`src/rtl/wb_pkg.sv`:
```
// Shared widths, payload bundle and flag bit positions for the write-back arbiter.
package wb_pkg;

  localparam int unsigned ROBID_W = 4;
  localparam int unsigned DATA_W  = 8;
  localparam int unsigned FLAGS_W = 8;

  localparam int unsigned FLAG_BRANCH    = 0;
  localparam int unsigned FLAG_HALT      = 4;
  localparam int unsigned FLAG_NOT_TAKEN = 5;

  typedef struct packed {
    logic [ROBID_W-1:0] robid;
    logic [FLAGS_W-1:0] flags;
    logic [DATA_W-1:0]  wbs;
    logic [DATA_W-1:0]  value;
  } wb_payload_t;

endpackage

```
`src/rtl/rr_arbiter.sv`:
```
// Round-robin arbiter over NUM_UNITS requesters; wraps at NUM_UNITS, not a power of two.
module rr_arbiter #(
  parameter int unsigned NUM_UNITS = 4
) (
  input  logic                         clk,
  input  logic                         rst,
  input  logic                         flush,
  input  logic [NUM_UNITS-1:0]         req_i,
  output logic [NUM_UNITS-1:0]         grant_o,
  output logic [$clog2(NUM_UNITS)-1:0] grant_idx_o,
  output logic                         grant_valid_o
);

  localparam int unsigned IDX_W = $clog2(NUM_UNITS);

  logic [IDX_W-1:0] rr_ptr_q, rr_ptr_d;
  logic [IDX_W-1:0] cand;
  int unsigned      idx;

  // Pick the first requester at or after rr_ptr (modulo NUM_UNITS); no grant while flushing.
  always_comb begin
    grant_o       = '0;
    grant_idx_o   = '0;
    grant_valid_o = 1'b0;
    idx           = 0;
    cand          = '0;
    if (!flush) begin
      for (int unsigned k = 0; k < NUM_UNITS; k++) begin
        idx = 32'(rr_ptr_q) + k;
        if (idx >= NUM_UNITS) idx = idx - NUM_UNITS;
        cand = IDX_W'(idx);
        if (!grant_valid_o && req_i[cand]) begin
          grant_valid_o = 1'b1;
          grant_o[cand] = 1'b1;
          grant_idx_o   = cand;
        end
      end
    end
  end

  // Pointer moves just past the granted unit; holds when nothing is granted.
  always_comb begin
    rr_ptr_d = rr_ptr_q;
    if (grant_valid_o) begin
      if (32'(grant_idx_o) == NUM_UNITS - 1) rr_ptr_d = '0;
      else                                   rr_ptr_d = grant_idx_o + IDX_W'(1);
    end
  end

  // Round-robin pointer register.
  always_ff @(posedge clk or posedge rst) begin
    if (rst) rr_ptr_q <= '0;
    else     rr_ptr_q <= rr_ptr_d;
  end

endmodule

```
`src/rtl/wb_arbiter.sv`:
```
// Write-back arbiter: one-entry holding buffer per execution unit, round-robin
// selection, registered strobe + payload into the results buffer.
module wb_arbiter
  import wb_pkg::*;
#(
  parameter int unsigned NUM_UNITS = 4
) (
  input  logic                         clk,
  input  logic                         rst,
  input  logic                         flush,
  input  logic [NUM_UNITS-1:0]         in_valid,
  output logic [NUM_UNITS-1:0]         in_ready,
  input  logic [NUM_UNITS*ROBID_W-1:0] in_robid,
  input  logic [NUM_UNITS*FLAGS_W-1:0] in_flags,
  input  logic [NUM_UNITS*DATA_W-1:0]  in_wbs,
  input  logic [NUM_UNITS*DATA_W-1:0]  in_value,
  output logic                         rob_transmit,
  output logic [ROBID_W-1:0]           robid,
  output logic [FLAGS_W-1:0]           flags,
  output logic [DATA_W-1:0]            wbs,
  output logic [DATA_W-1:0]            value,
  output logic                         busy
);

  logic [NUM_UNITS-1:0]         buf_valid_q, buf_valid_d;
  wb_payload_t                  buf_q [NUM_UNITS];
  wb_payload_t                  in_pay [NUM_UNITS];
  logic [NUM_UNITS-1:0]         accept;
  logic [NUM_UNITS-1:0]         grant;
  logic [$clog2(NUM_UNITS)-1:0] grant_idx;
  logic                         grant_valid;
  logic                         tx_q;
  wb_payload_t                  out_q;

  rr_arbiter #(.NUM_UNITS(NUM_UNITS)) u_arb (
    .clk          (clk),
    .rst          (rst),
    .flush        (flush),
    .req_i        (buf_valid_q),
    .grant_o      (grant),
    .grant_idx_o  (grant_idx),
    .grant_valid_o(grant_valid)
  );

  // Unpack the flat per-unit input buses into payload structs.
  always_comb begin
    for (int unsigned i = 0; i < NUM_UNITS; i++) begin
      in_pay[i].robid = in_robid[i*ROBID_W +: ROBID_W];
      in_pay[i].flags = in_flags[i*FLAGS_W +: FLAGS_W];
      in_pay[i].wbs   = in_wbs[i*DATA_W +: DATA_W];
      in_pay[i].value = in_value[i*DATA_W +: DATA_W];
    end
  end

  // Ready never looks at in_valid; a draining buffer may refill on the same edge.
  always_comb begin
    in_ready    = '0;
    accept      = '0;
    buf_valid_d = buf_valid_q;
    for (int unsigned i = 0; i < NUM_UNITS; i++) begin
      in_ready[i] = !flush && (!buf_valid_q[i] || grant[i]);
      accept[i]   = in_valid[i] && in_ready[i];
      if (flush)          buf_valid_d[i] = 1'b0;
      else if (accept[i]) buf_valid_d[i] = 1'b1;
      else if (grant[i])  buf_valid_d[i] = 1'b0;
    end
  end

  // Holding buffers: valid bits and payload capture on accept.
  always_ff @(posedge clk or posedge rst) begin
    if (rst) begin
      buf_valid_q <= '0;
      for (int unsigned i = 0; i < NUM_UNITS; i++) buf_q[i] <= '0;
    end else begin
      buf_valid_q <= buf_valid_d;
      for (int unsigned i = 0; i < NUM_UNITS; i++) begin
        if (accept[i]) buf_q[i] <= in_pay[i];
      end
    end
  end

  // Output register: one-cycle strobe, payload holds between grants.
  always_ff @(posedge clk or posedge rst) begin
    if (rst) begin
      tx_q  <= 1'b0;
      out_q <= '0;
    end else begin
      tx_q <= grant_valid;
      if (grant_valid) out_q <= buf_q[grant_idx];
    end
  end

  assign rob_transmit = tx_q;
  assign robid        = out_q.robid;
  assign flags        = out_q.flags;
  assign wbs          = out_q.wbs;
  assign value        = out_q.value;
  assign busy         = |buf_valid_q;

endmodule
```
`config.mk`:
```
export PLATFORM = sky130hd
export DESIGN_NAME = wb_arbiter
export DESIGN_NICKNAME = d
export VERILOG_FILES = /design/src/rtl/wb_pkg.sv /design/src/rtl/rr_arbiter.sv /design/src/rtl/wb_arbiter.sv
export SDC_FILE = /design/constraint.sdc
export NUM_CORES = 1
export LEC_CHECK = 0
export CORE_UTILIZATION = 51
export CTS_CLUSTER_DIAMETER = 40
export DETAILED_ROUTE_END_ITERATION = 12
export PLACE_DENSITY_LB_ADDON = 0.25
export SLEW_MARGIN = 5
export SYNTH_ARGS = -nofsm -noshare
export SYNTH_HDL_FRONTEND = slang
export SYNTH_HIERARCHICAL = 1
export SYNTH_SLANG_ARGS = --single-unit
```
`constraint.sdc`:
```
create_clock -name clk -period 6.8 [get_ports clk]
set_input_delay 1.36 -clock clk [delete_from_list [all_inputs] [get_ports clk]]
set_output_delay 1.36 -clock clk [all_outputs]
set_load 0.02 [all_outputs]
```
==> results.txt <==
- The flow ran to the end, and the final reports show no timing, DRC or antenna violations.
* Transition time at the pin with the least slew margin: 1.21 ns
- IO Pins: 153
- Hold Fails Final Rpt: 0
- Drt first pass iters: 4
- The floorplan step set the die width to 120 um.
- The mapped netlist covers 7040 um^2.
* Cells along the critical path: inv_2, ha_1, or3b_1, a2111oi_2, or3_1, a221oi_1, nor2_1, and2b_4, nor2_1, clkdlybuf4s50_1
* Worst r2r dst: buf_q[27]
- The Yosys step of the flow raised 6 warnings.
- Compound-cell area share of the yosys netlist: 0.0554
* Top cells by area, synth: sky130_fd_sc_hd__dfrtp_1 52%, sky130_fd_sc_hd__mux2_2 9.6%, sky130_fd_sc_hd__mux2_4 8.5%
* Synthesis-stage register bit count: 147
* Multiplexer share of the synthesized area: 0.292
- The number of global-route vias before repair came to 4,945.
- In this run the critical register-to-register path is launched from u_arb/rr_ptr_q[0].
* Number of H-tree branching levels: 4
* Hold Path Class: register to register
- Of all cell types, the one taking the most synthesized area is sky130_fd_sc_hd__dfrtp_1.
- Power per cell area: 409 nW/um^2
- The finished layout holds 831 standard cells, fillers aside.
- CTS saw 147 sinks.
* Startpoint of the worst hold path: buf_q[59]
- Setup-failing EPs final: 0
- The wire-length estimate of the detail-placed layout is 10.8 mm.
- GRT overflow: 0
- Primary FF master, synth: sky130_fd_sc_hd__dfrtp_1
- The core region is 13,300 um^2.
* Clock Latency Late Sink: 0.42 ns
- Peak Freq: 0.184 GHz
* Synthesized-area fraction occupied by and/or/nand/nor cells: 0.0684
- sky130_fd_sc_hd__dfrtp_1 is the most common cell in the netlist.
- Biggest cell delay along the critical path: 0.75 ns
- Maximum buffer depth of the clock tree: 2
- Worst Clk Skew: 0.00597 ns
- Entering global routing, the biggest net connects 85 pins.
- The final layout contains routed wiring with a total length of 16.2 mm.
- Count of maximum capacitance violations: 0
- The number of gates resized after CTS was 0.
- STA classifies the critical path startpoint as a register.
- Of the total synthesized cell area, the portion taken by full adders, half adders and majority gates is 0.0142.
- The max-slew violation count is 0.
* Drt wl/cell: 19.5 um
- On the critical path, the stage with the largest delay is an instance of sky130_fd_sc_hd__dfrtp_1.
- At the end of routability-driven placement, the weighted congestion stood at 0.888.
* Global-route wire length before repair: 26.1 mm
- Post-synthesis instance total: 494
- STA puts the critical path data required time at 5.44 ns.
- Quantity of hold-fixing buffers added after cts: 0
* Unrepaired setup endpoints after global routing: no
* Post-synth top area share: 0.522
- In this run the mean area of a mapped cell was 14.3 um^2.
* Area of the die: 14,300 um^2
- Vias per Instance: 5.54
- Summed over all cells, the static leakage comes to 3.86 nW.
- Via count: 4,602
* Final setup TNS: 0 ns
- The repair_antennas step left the layout with diodes totalling 0.
- The share of the Yosys chip area taken by registers is 0.522.
- After detailed placement, the design holds a cell count of 799.
- In this run, synthesis inferred 0 flip-flops with an integrated enable.
- Of all nets on the critical path, the largest fanout is 16.
- Crit path buf inv count: 2
* Die Height: 120 um
- The critical path is of the register to primary output type.
- Commonest cells in the netlist: 147 x sky130_fd_sc_hd__dfrtp_1, 60 x sky130_fd_sc_hd__mux2_2, 60 x sky130_fd_sc_hd__mux2i_1, 40 x sky130_fd_sc_hd__mux2_4, 30 x sky130_fd_sc_hd__nand2b_1
- By instance count, the cell type seen most on the critical path is sky130_fd_sc_hd__nor2_1.
* Number of library cell types mapped by synthesis: 45
* DRC: 0
- Setup slack on the worst flop-to-flop path: 2.32 ns
- Worst EP arrival: 4.07 ns
- Synth Area in XOR/XNOR: 0.00124
- After the last flow step, the layout net total stands at 769.
- First DRT Iteration DRCs: 352
* CTS Buf Count: 17
* Final Critical Period: 5.43 ns
- CTS tree: built
* Fraction of final layout cells with drive strength greater than 1: 0.241
- Hold-critical path depth: 1
* Synth Net Count: 621
- The number of antenna violations at the first check in global routing is 0.
- Measured in cells, the most critical reg-to-reg path has a length of 11.
- Buffers inserted by post-CTS timing repair: 0
- The floorplan has 42 rows.
* Global Route Usage Sum: 0.241
* Post-detailed-route count of antenna-violating nets: 0
- In this run the tool buffered the top-level ports with 152 buffer cells.
* Worst Setup End Kind: primary output
- Headroom to the max-slew limit: 0.194
- The area growth from synthesis to layout is 31.9%.
- The cell sitting at the root of the clock tree is a sky130_fd_sc_hd__clkbuf_16.
- In the finished design, the share of the clock period the worst path needs comes to 0.799.
- The kind of cell with the highest combined delay along the critical path is simple AND/OR/NAND/NOR gates.
* Hold path endpoint: buf_q[59]
- Clock-pin slew reported for the worst setup and hold paths after clock tree synthesis: 0.06 ns
* Fraction of registers with async set or reset after synthesis: 1.00
- VDD sags by at most 0.000227 V.
- After synthesis, the largest family of logic cells by area is multiplexers.
- For this configuration, the core starts out at a cell density of 0.528.
==> per-layer routing <==
| metal | track usage | wire, um |
|---|---|---|
| met1 | 0.309 | 7110 |
| met2 | 0.392 | 7910 |
| met3 | 0.0756 | 1040 |
| met4 | 0.0727 | 162 |
| met5 | 0 | 0 |
==> report_power, final <==
part	internal, W	leakage (nW)	switching (W)
clock network	0.000745	0.340	0.000366
logic	0.000705	1.78	0.000634
registers	0.00116	1.75	0.000189
total	0.00261	3.86	0.00119
==> through the flow <==
stage / utilization / instance area [um^2] / setup WS, ns / hold WS [ns] / total power [W]
after floorplan: - / 7040 / 1.55 / 0.458 / 0.00225
after global routing: 0.696 / 9290 / 1.19 / 0.504 / 0.00399
final: 0.696 / 9290 / 1.37 / 0.483 / 0.00380
after CTS: 0.696 / 9290 / 1.39 / 0.489 / 0.00382
after detailed placement: 0.643 / 8580 / 1.85 / 0.477 / 0.00270
after global placement: 0.643 / 8580 / 1.96 / 0.469 / 0.00265
==> how the worst max path moves through the flow <==
| stage | startpoint | to | slack, ns | depth (start not counted) |
|---|---|---|---|---|
| after floorplan | rst | buf_q[0] | 1.55 | 1 |
| after global placement | flush | in_ready[3] | 1.96 | 5 |
| after detailed placement | u_arb/rr_ptr_q[0] | in_ready[3] | 1.85 | 10 |
| after CTS | u_arb/rr_ptr_q[0] | in_ready[3] | 1.39 | 10 |
| after global routing | u_arb/rr_ptr_q[0] | in_ready[3] | 1.19 | 10 |
| final | u_arb/rr_ptr_q[0] | in_ready[3] | 1.37 | 10 |
==> registers in the layout, summed over array words and instances (netlist names) <==
register	flops
buf_q	112
u_arb/rr_ptr_q	2
robid	4
wbs	8
flags	8
buf_valid_q	4
rob_transmit	1
value	8
==> logic make-up (layout without fill, tap and decap cells) <==
logic type	Yosys count	after routing
mux	174	174
simple gates	79	79
compound gates	48	48
fa+ha+maj	8	8
flops	147	147
buf+inv	37	198
xor+xnor	1	1
==> area by class of cell <==
cell class / count / area, um^2
Tap cell: 176 / 220
Timing Repair Buffer: 161 / 1590
Fill cell: 957 / 4060
Clock inverter: 13 / 253
Sequential cell: 147 / 3680
Multi-Input combinational cell: 310 / 3070
Inverter: 5 / 23.8
Clock buffer: 19 / 453
==> placed cells by master, fill, tap and decap left out, types with 2 or more instances in the layout <==
master	n
sky130_fd_sc_hd__mux2_1	12
sky130_fd_sc_hd__clkbuf_8	2
sky130_fd_sc_hd__mux4_2	2
sky130_fd_sc_hd__clkdlybuf4s50_1	152
sky130_fd_sc_hd__clkinv_2	2
sky130_fd_sc_hd__a221oi_1	4
sky130_fd_sc_hd__a21oi_1	3
sky130_fd_sc_hd__and2b_4	2
sky130_fd_sc_hd__clkbuf_16	17
sky130_fd_sc_hd__mux2i_1	60
sky130_fd_sc_hd__buf_4	9
sky130_fd_sc_hd__ha_1	8
sky130_fd_sc_hd__mux2_4	40
sky130_fd_sc_hd__inv_1	3
sky130_fd_sc_hd__clkinvlp_4	2
sky130_fd_sc_hd__dfrtp_1	147
sky130_fd_sc_hd__o221ai_1	28
sky130_fd_sc_hd__nor2_1	23
sky130_fd_sc_hd__mux2_2	60
sky130_fd_sc_hd__bufinv_16	7
sky130_fd_sc_hd__nor4b_1	2
sky130_fd_sc_hd__nor2_2	2
sky130_fd_sc_hd__o21ai_0	3
sky130_fd_sc_hd__a22oi_1	4
sky130_fd_sc_hd__nor2b_4	3
sky130_fd_sc_hd__nor3b_4	3
sky130_fd_sc_hd__nand2b_1	30
sky130_fd_sc_hd__nand2_1	4
sky130_fd_sc_hd__inv_6	2
Power figures use the tool's default switching activity.
